$ cat src/rtl/mem_arbiter.sv
// mem_arbiter: shares one memory port between an instruction-fetch requester and a
// data requester. Data has priority. Each granted request is latched, so requester
// inputs may change while the bus access is in flight. Completion is a one-cycle
// ready pulse, and that requester cannot be re-granted during its own pulse cycle.
//
// Ports
//   clk_i, rst_ni                  clock, asynchronous active-low reset
//   if_en_i, if_addr_i             fetch request, held until if_ready_o
//   if_rdata_o, if_ready_o         fetched word, one-cycle completion pulse
//   mem_en_i, mem_wen_i            data request, byte write enables (0 = read)
//   mem_addr_i, mem_wdata_i        data address and store data
//   mem_rdata_o, mem_ready_o       load data, one-cycle completion pulse
//   bus_en_o .. bus_wdata_o        shared memory port request (zero while idle)
//   bus_rdata_i, bus_ready_i       shared port read data and completion
//   stall_req_o                    pipeline stall while any request is outstanding
module mem_arbiter #(
  parameter int unsigned ADDR_WIDTH = 32,
  parameter int unsigned DATA_WIDTH = 32,
  parameter int unsigned SEL_WIDTH  = 4
) (
  input  logic                  clk_i,
  input  logic                  rst_ni,
  input  logic                  if_en_i,
  input  logic [ADDR_WIDTH-1:0] if_addr_i,
  output logic [DATA_WIDTH-1:0] if_rdata_o,
  output logic                  if_ready_o,
  input  logic                  mem_en_i,
  input  logic [SEL_WIDTH-1:0]  mem_wen_i,
  input  logic [ADDR_WIDTH-1:0] mem_addr_i,
  input  logic [DATA_WIDTH-1:0] mem_wdata_i,
  output logic [DATA_WIDTH-1:0] mem_rdata_o,
  output logic                  mem_ready_o,
  output logic                  bus_en_o,
  output logic [SEL_WIDTH-1:0]  bus_wen_o,
  output logic [ADDR_WIDTH-1:0] bus_addr_o,
  output logic [DATA_WIDTH-1:0] bus_wdata_o,
  input  logic [DATA_WIDTH-1:0] bus_rdata_i,
  input  logic                  bus_ready_i,
  output logic                  stall_req_o
);

  typedef enum logic [1:0] {StIdle, StFetch, StData} state_e;

  state_e                state_q, state_d;
  logic [ADDR_WIDTH-1:0] addr_q, addr_d;
  logic [SEL_WIDTH-1:0]  wen_q, wen_d;
  logic [DATA_WIDTH-1:0] wdata_q, wdata_d;
  logic [DATA_WIDTH-1:0] if_rdata_q, if_rdata_d;
  logic [DATA_WIDTH-1:0] mem_rdata_q, mem_rdata_d;
  logic                  if_ready_q, if_ready_d;
  logic                  mem_ready_q, mem_ready_d;

  always_comb begin
    state_d     = state_q;
    addr_d      = addr_q;
    wen_d       = wen_q;
    wdata_d     = wdata_q;
    if_rdata_d  = if_rdata_q;
    mem_rdata_d = mem_rdata_q;
    if_ready_d  = 1'b0;
    mem_ready_d = 1'b0;
    unique case (state_q)
      StIdle: begin
        // A requester whose ready pulse is showing still has its enable up this
        // cycle; masking it gives the one-cycle turnaround.
        if (mem_en_i && !mem_ready_q) begin
          state_d = StData;
          addr_d  = mem_addr_i;
          wen_d   = mem_wen_i;
          wdata_d = mem_wdata_i;
        end else if (if_en_i && !if_ready_q) begin
          state_d = StFetch;
          addr_d  = if_addr_i;
          wen_d   = '0;
          wdata_d = '0;
        end
      end
      StFetch: begin
        if (bus_ready_i) begin
          state_d    = StIdle;
          if_rdata_d = bus_rdata_i;
          if_ready_d = 1'b1;
        end
      end
      StData: begin
        if (bus_ready_i) begin
          state_d     = StIdle;
          mem_ready_d = 1'b1;
          if (wen_q == '0) begin
            mem_rdata_d = bus_rdata_i;
          end
        end
      end
      default: state_d = StIdle;
    endcase
  end

  always_ff @(posedge clk_i or negedge rst_ni) begin
    if (!rst_ni) begin
      state_q     <= StIdle;
      addr_q      <= '0;
      wen_q       <= '0;
      wdata_q     <= '0;
      if_rdata_q  <= '0;
      mem_rdata_q <= '0;
      if_ready_q  <= 1'b0;
      mem_ready_q <= 1'b0;
    end else begin
      state_q     <= state_d;
      addr_q      <= addr_d;
      wen_q       <= wen_d;
      wdata_q     <= wdata_d;
      if_rdata_q  <= if_rdata_d;
      mem_rdata_q <= mem_rdata_d;
      if_ready_q  <= if_ready_d;
      mem_ready_q <= mem_ready_d;
    end
  end

  // Bus outputs are gated by state so the port reads all-zero while idle, and
  // drop the same instant an asynchronous reset forces the FSM to idle.
  always_comb begin
    bus_en_o    = (state_q != StIdle);
    bus_addr_o  = bus_en_o ? addr_q  : '0;
    bus_wen_o   = bus_en_o ? wen_q   : '0;
    bus_wdata_o = bus_en_o ? wdata_q : '0;
  end

  assign if_rdata_o  = if_rdata_q;
  assign if_ready_o  = if_ready_q;
  assign mem_rdata_o = mem_rdata_q;
  assign mem_ready_o = mem_ready_q;
  assign stall_req_o = (if_en_i & ~if_ready_q) | (mem_en_i & ~mem_ready_q);

endmodule

$ cat config.mk
export PLATFORM = sky130hd
export DESIGN_NAME = mem_arbiter
export DESIGN_NICKNAME = d
export VERILOG_FILES = /design/src/rtl/mem_arbiter.sv
export SDC_FILE = /design/constraint.sdc
export NUM_CORES = 1
export LEC_CHECK = 0
export ABC_CLOCK_PERIOD_IN_PS = 2800
export BUFFER_PORTS_ARGS = -buffer_cell sky130_fd_sc_hd__buf_2
export CAP_MARGIN = 20
export CORE_ASPECT_RATIO = 1.4
export CORE_MARGIN = 2
export CORE_UTILIZATION = 45
export CTS_CLUSTER_SIZE = 24
export DETAILED_ROUTE_END_ITERATION = 12
export GPL_ROUTABILITY_DRIVEN = 0
export GPL_TIMING_DRIVEN = 0
export PLACE_DENSITY = 0.77
export SLEW_MARGIN = 20
export SYNTH_ARGS = -nofsm -noshare
export SYNTH_HDL_FRONTEND = slang
export SYNTH_SLANG_ARGS = --single-unit
$ cat constraint.sdc
create_clock -name clk_i -period 2.8 [get_ports clk_i]
set_clock_uncertainty 0.1 [all_clocks]
set_input_delay 0.84 -clock clk_i [delete_from_list [all_inputs] [get_ports clk_i]]
set_output_delay 0.84 -clock clk_i [all_outputs]
set_load 0.03 [all_outputs]
==> results.toml <==
[run_status]
status = "finished, final reports clean"

[layout]
diodes = 0
area_growth_pct = 37.7
fillers = 1005
final_area_um2 = 8120
drive_gt1_share_pct = 63.7
postLayoutCoreUtil_pct = 63.4
finalNetCount = 849
final_cells = 874

[clocking]
cts_tree = "yes"
cts.repair.resized = 9
clock_path_buffers = 2
root_buffer = "clkbuf_16"
cts_buffers = 17
hold_buffers = 0
clkSinkCount = 136
clk_latency_ns = 0.40
post_cts_buffers = 0
htreeDepth = 4
path_clk_slew_ns = 0.06

[yosys]
seq_area_frac_synth_pct = 57.7
ys_warn_count = 0
synth.distinct_cells = 17
synth_area_um2 = 5900
syn_area_per_cell_um2 = 14.1
ys_ff_latch = 136
synthCells = 418
synth_nets = 558

[power_and_ir_drop]
p_per_area_nw_per_um2 = 1340
p_leak_nw = 4.16
ir_drop_uv = 746

[setup_path]
worstPathRequired_ns = 1.86
worst_setup_path_start_kind = "flip-flop"
end_kind = "output pin"
arrival_ns = 1.72
critPathMaxFanout = 19
critical_path_class = "reg2out"

[floorplan]
die_h_um = 139
core-area_um2 = 12800
initial_core_util_pct = 46.0
placementRows = 49
fp.dieW_um = 101
fp.dieArea_um2 = 14000
io_pins = 273

[timing]
clock.fmax_mhz = 376
hold_viol_final = 0
post-route-min-period_ns = 2.66
rsz0062_at_grt = "false"
tightestPinTransition_ns = 0.502
fin_ws_ns = 0.137
setup_viol = 0
post-route-period-util_pct = 95.1
drv_slew = 0
relSlewSlack_pct = 66.5

[place]
port_buffers = 272
hpwlAfterDp_mm = 11.8
dp_cells = 844
place_ws_ns = -0.204
place_area_um2 = 7490

[grt]
grt_max_degree = 74
antenna_found_initial = 1
grt_usage_pct = 21.5
grt_pass1_wl_mm = 23.3
grt.overflow.total = 0
grt_pass1_vias = 4736

[routing]
wl_per_cell_um = 17.1
drc = 0
vias_per_cell = 5.08
postRouteAntennaNets = 0
dr.pass1.iters = 4
drt_iter0_drc = 111
drt_wl_total_mm = 15.0
vias = 4442

[min_path]
min_path_type = "in2async"

[job]
drv_cap = 0
report_power, final:
| part | internal (W) | total [W] | switching (W) |
|---|---|---|---|
| sequential | 0.00290 | 0.00335 | 0.000445 |
| combinational | 0.00201 | 0.00529 | 0.00328 |
| clock | 0.00145 | 0.00227 | 0.000822 |
critical path: stages (launching register included):
cell      delay (ns)
dfrtp_1         0.37
inv_1           0.10
ha_4            0.20
clkbuf_8        0.20
nor2b_1         0.21
buf_2           0.24
synth_stat cells, drive strengths merged:
master / count / area, um^2
nor2: 1 / 6.26
a21o: 1 / 7.51
inv: 4 / 15.0
nand2: 4 / 15.0
o21ai: 1 / 5.00
a21oi: 2 / 10.0
clkbuf: 8 / 30.0
and2: 1 / 6.26
dfrtp: 136 / 3400
nor2b: 69 / 432
ha: 3 / 37.5
nor4: 1 / 6.26
mux2: 128 / 1440
buf: 19 / 139
nand2b: 3 / 18.8
a22o: 37 / 324
cell families (layout without fill, tap and decap cells):
| logic type | after synthesis | count (layout) | share of synthesized area [%] |
|---|---|---|---|
| simple gates | 79 | 79 | 8.21 |
| flops | 136 | 136 | 57.7 |
| mux | 128 | 128 | 24.4 |
| fa+ha+maj | 3 | 3 | 0.637 |
| compound gates | 41 | 41 | 5.88 |
| buf+inv | 31 | 334 | 3.12 |
layout make-up:
type / instances / area [um^2] / area share [%]
timing repair buffer: 273 / 1400 / 17.3
tap: 153 / 191 / 2.36
clock inverter: 11 / 148 / 1.82
clock buffer: 20 / 457 / 5.62
sequential: 136 / 3400 / 41.9
inverter: 4 / 15.0 / 0.185
multi-input combinational: 251 / 2320 / 28.6
buffer: 26 / 181 / 2.23
registers in the layout, indices dropped and copies added, names as in the netlist:
name         count
addr_q          32
if_rdata_o      32
if_ready_o       1
mem_rdata_o     32
mem_ready_o      1
state_q          2
wdata_q         32
wen_q            4
metal layers:
layer | vias to the layer above | global-route usage, % | wire length (um)
met2 | 212 | 38.9 | 7830
met4 | 2 | 8.72 | 331
met3 | 25 | 6.78 | 1270
met1 | 2157 | 22.5 | 5510
met5 | - | 0 | 11
li1 | 2046 | - | -
layout by cell type (no fill, tap or decap), drive strengths merged:
| cell | n |
|---|---|
| buf | 292 |
| nor2 | 1 |
| clkbuf | 27 |
| ha | 3 |
| nand2b | 3 |
| nor2b | 69 |
| nand2 | 4 |
| clkinv | 6 |
| inv | 5 |
| a21oi | 2 |
| bufinv | 3 |
| mux2 | 128 |
| clkinvlp | 1 |
| nor4 | 1 |
| dfrtp | 136 |
| a22o | 37 |
| and2 | 1 |
| a21o | 1 |
| o21ai | 1 |
final timing paths:
check	endpoint	slack (ns)	cells past startpoint	startpoint
min in group clk_i	wdata_q[17]$_DFFE_PN0P_	0.39	1	wdata_q[17]$_DFFE_PN0P_
setup reg to reg	addr_q[9]$_DFFE_PN0P_	0.90	6	state_q[1]$_DFFE_PN0P_
hold / removal	addr_q[5]$_DFFE_PN0P_	0.26	1	rst_ni
hold reg to reg	wdata_q[17]$_DFFE_PN0P_	0.39	1	wdata_q[17]$_DFFE_PN0P_
max in group asynchronous	mem_rdata_o[26]$_DFFE_PN0P_	1.62	2	rst_ni
setup / recovery	bus_addr_o[2]	0.14	5	state_q[1]$_DFFE_PN0P_
stage by stage:
stage	total power [W]	setup TNS, ns	hold slack, ns
6_report	0.0109	0	0.260
4_1_cts	0.0110	0	0.265
3_5_place_dp	0.00866	-1.85	0.383
5_1_grt	0.0115	0	0.292
2_1_floorplan	0.00706	0	0.365
3_3_place_gp	0.00848	-119.26	0.380
Power figures use the tool's default switching activity.
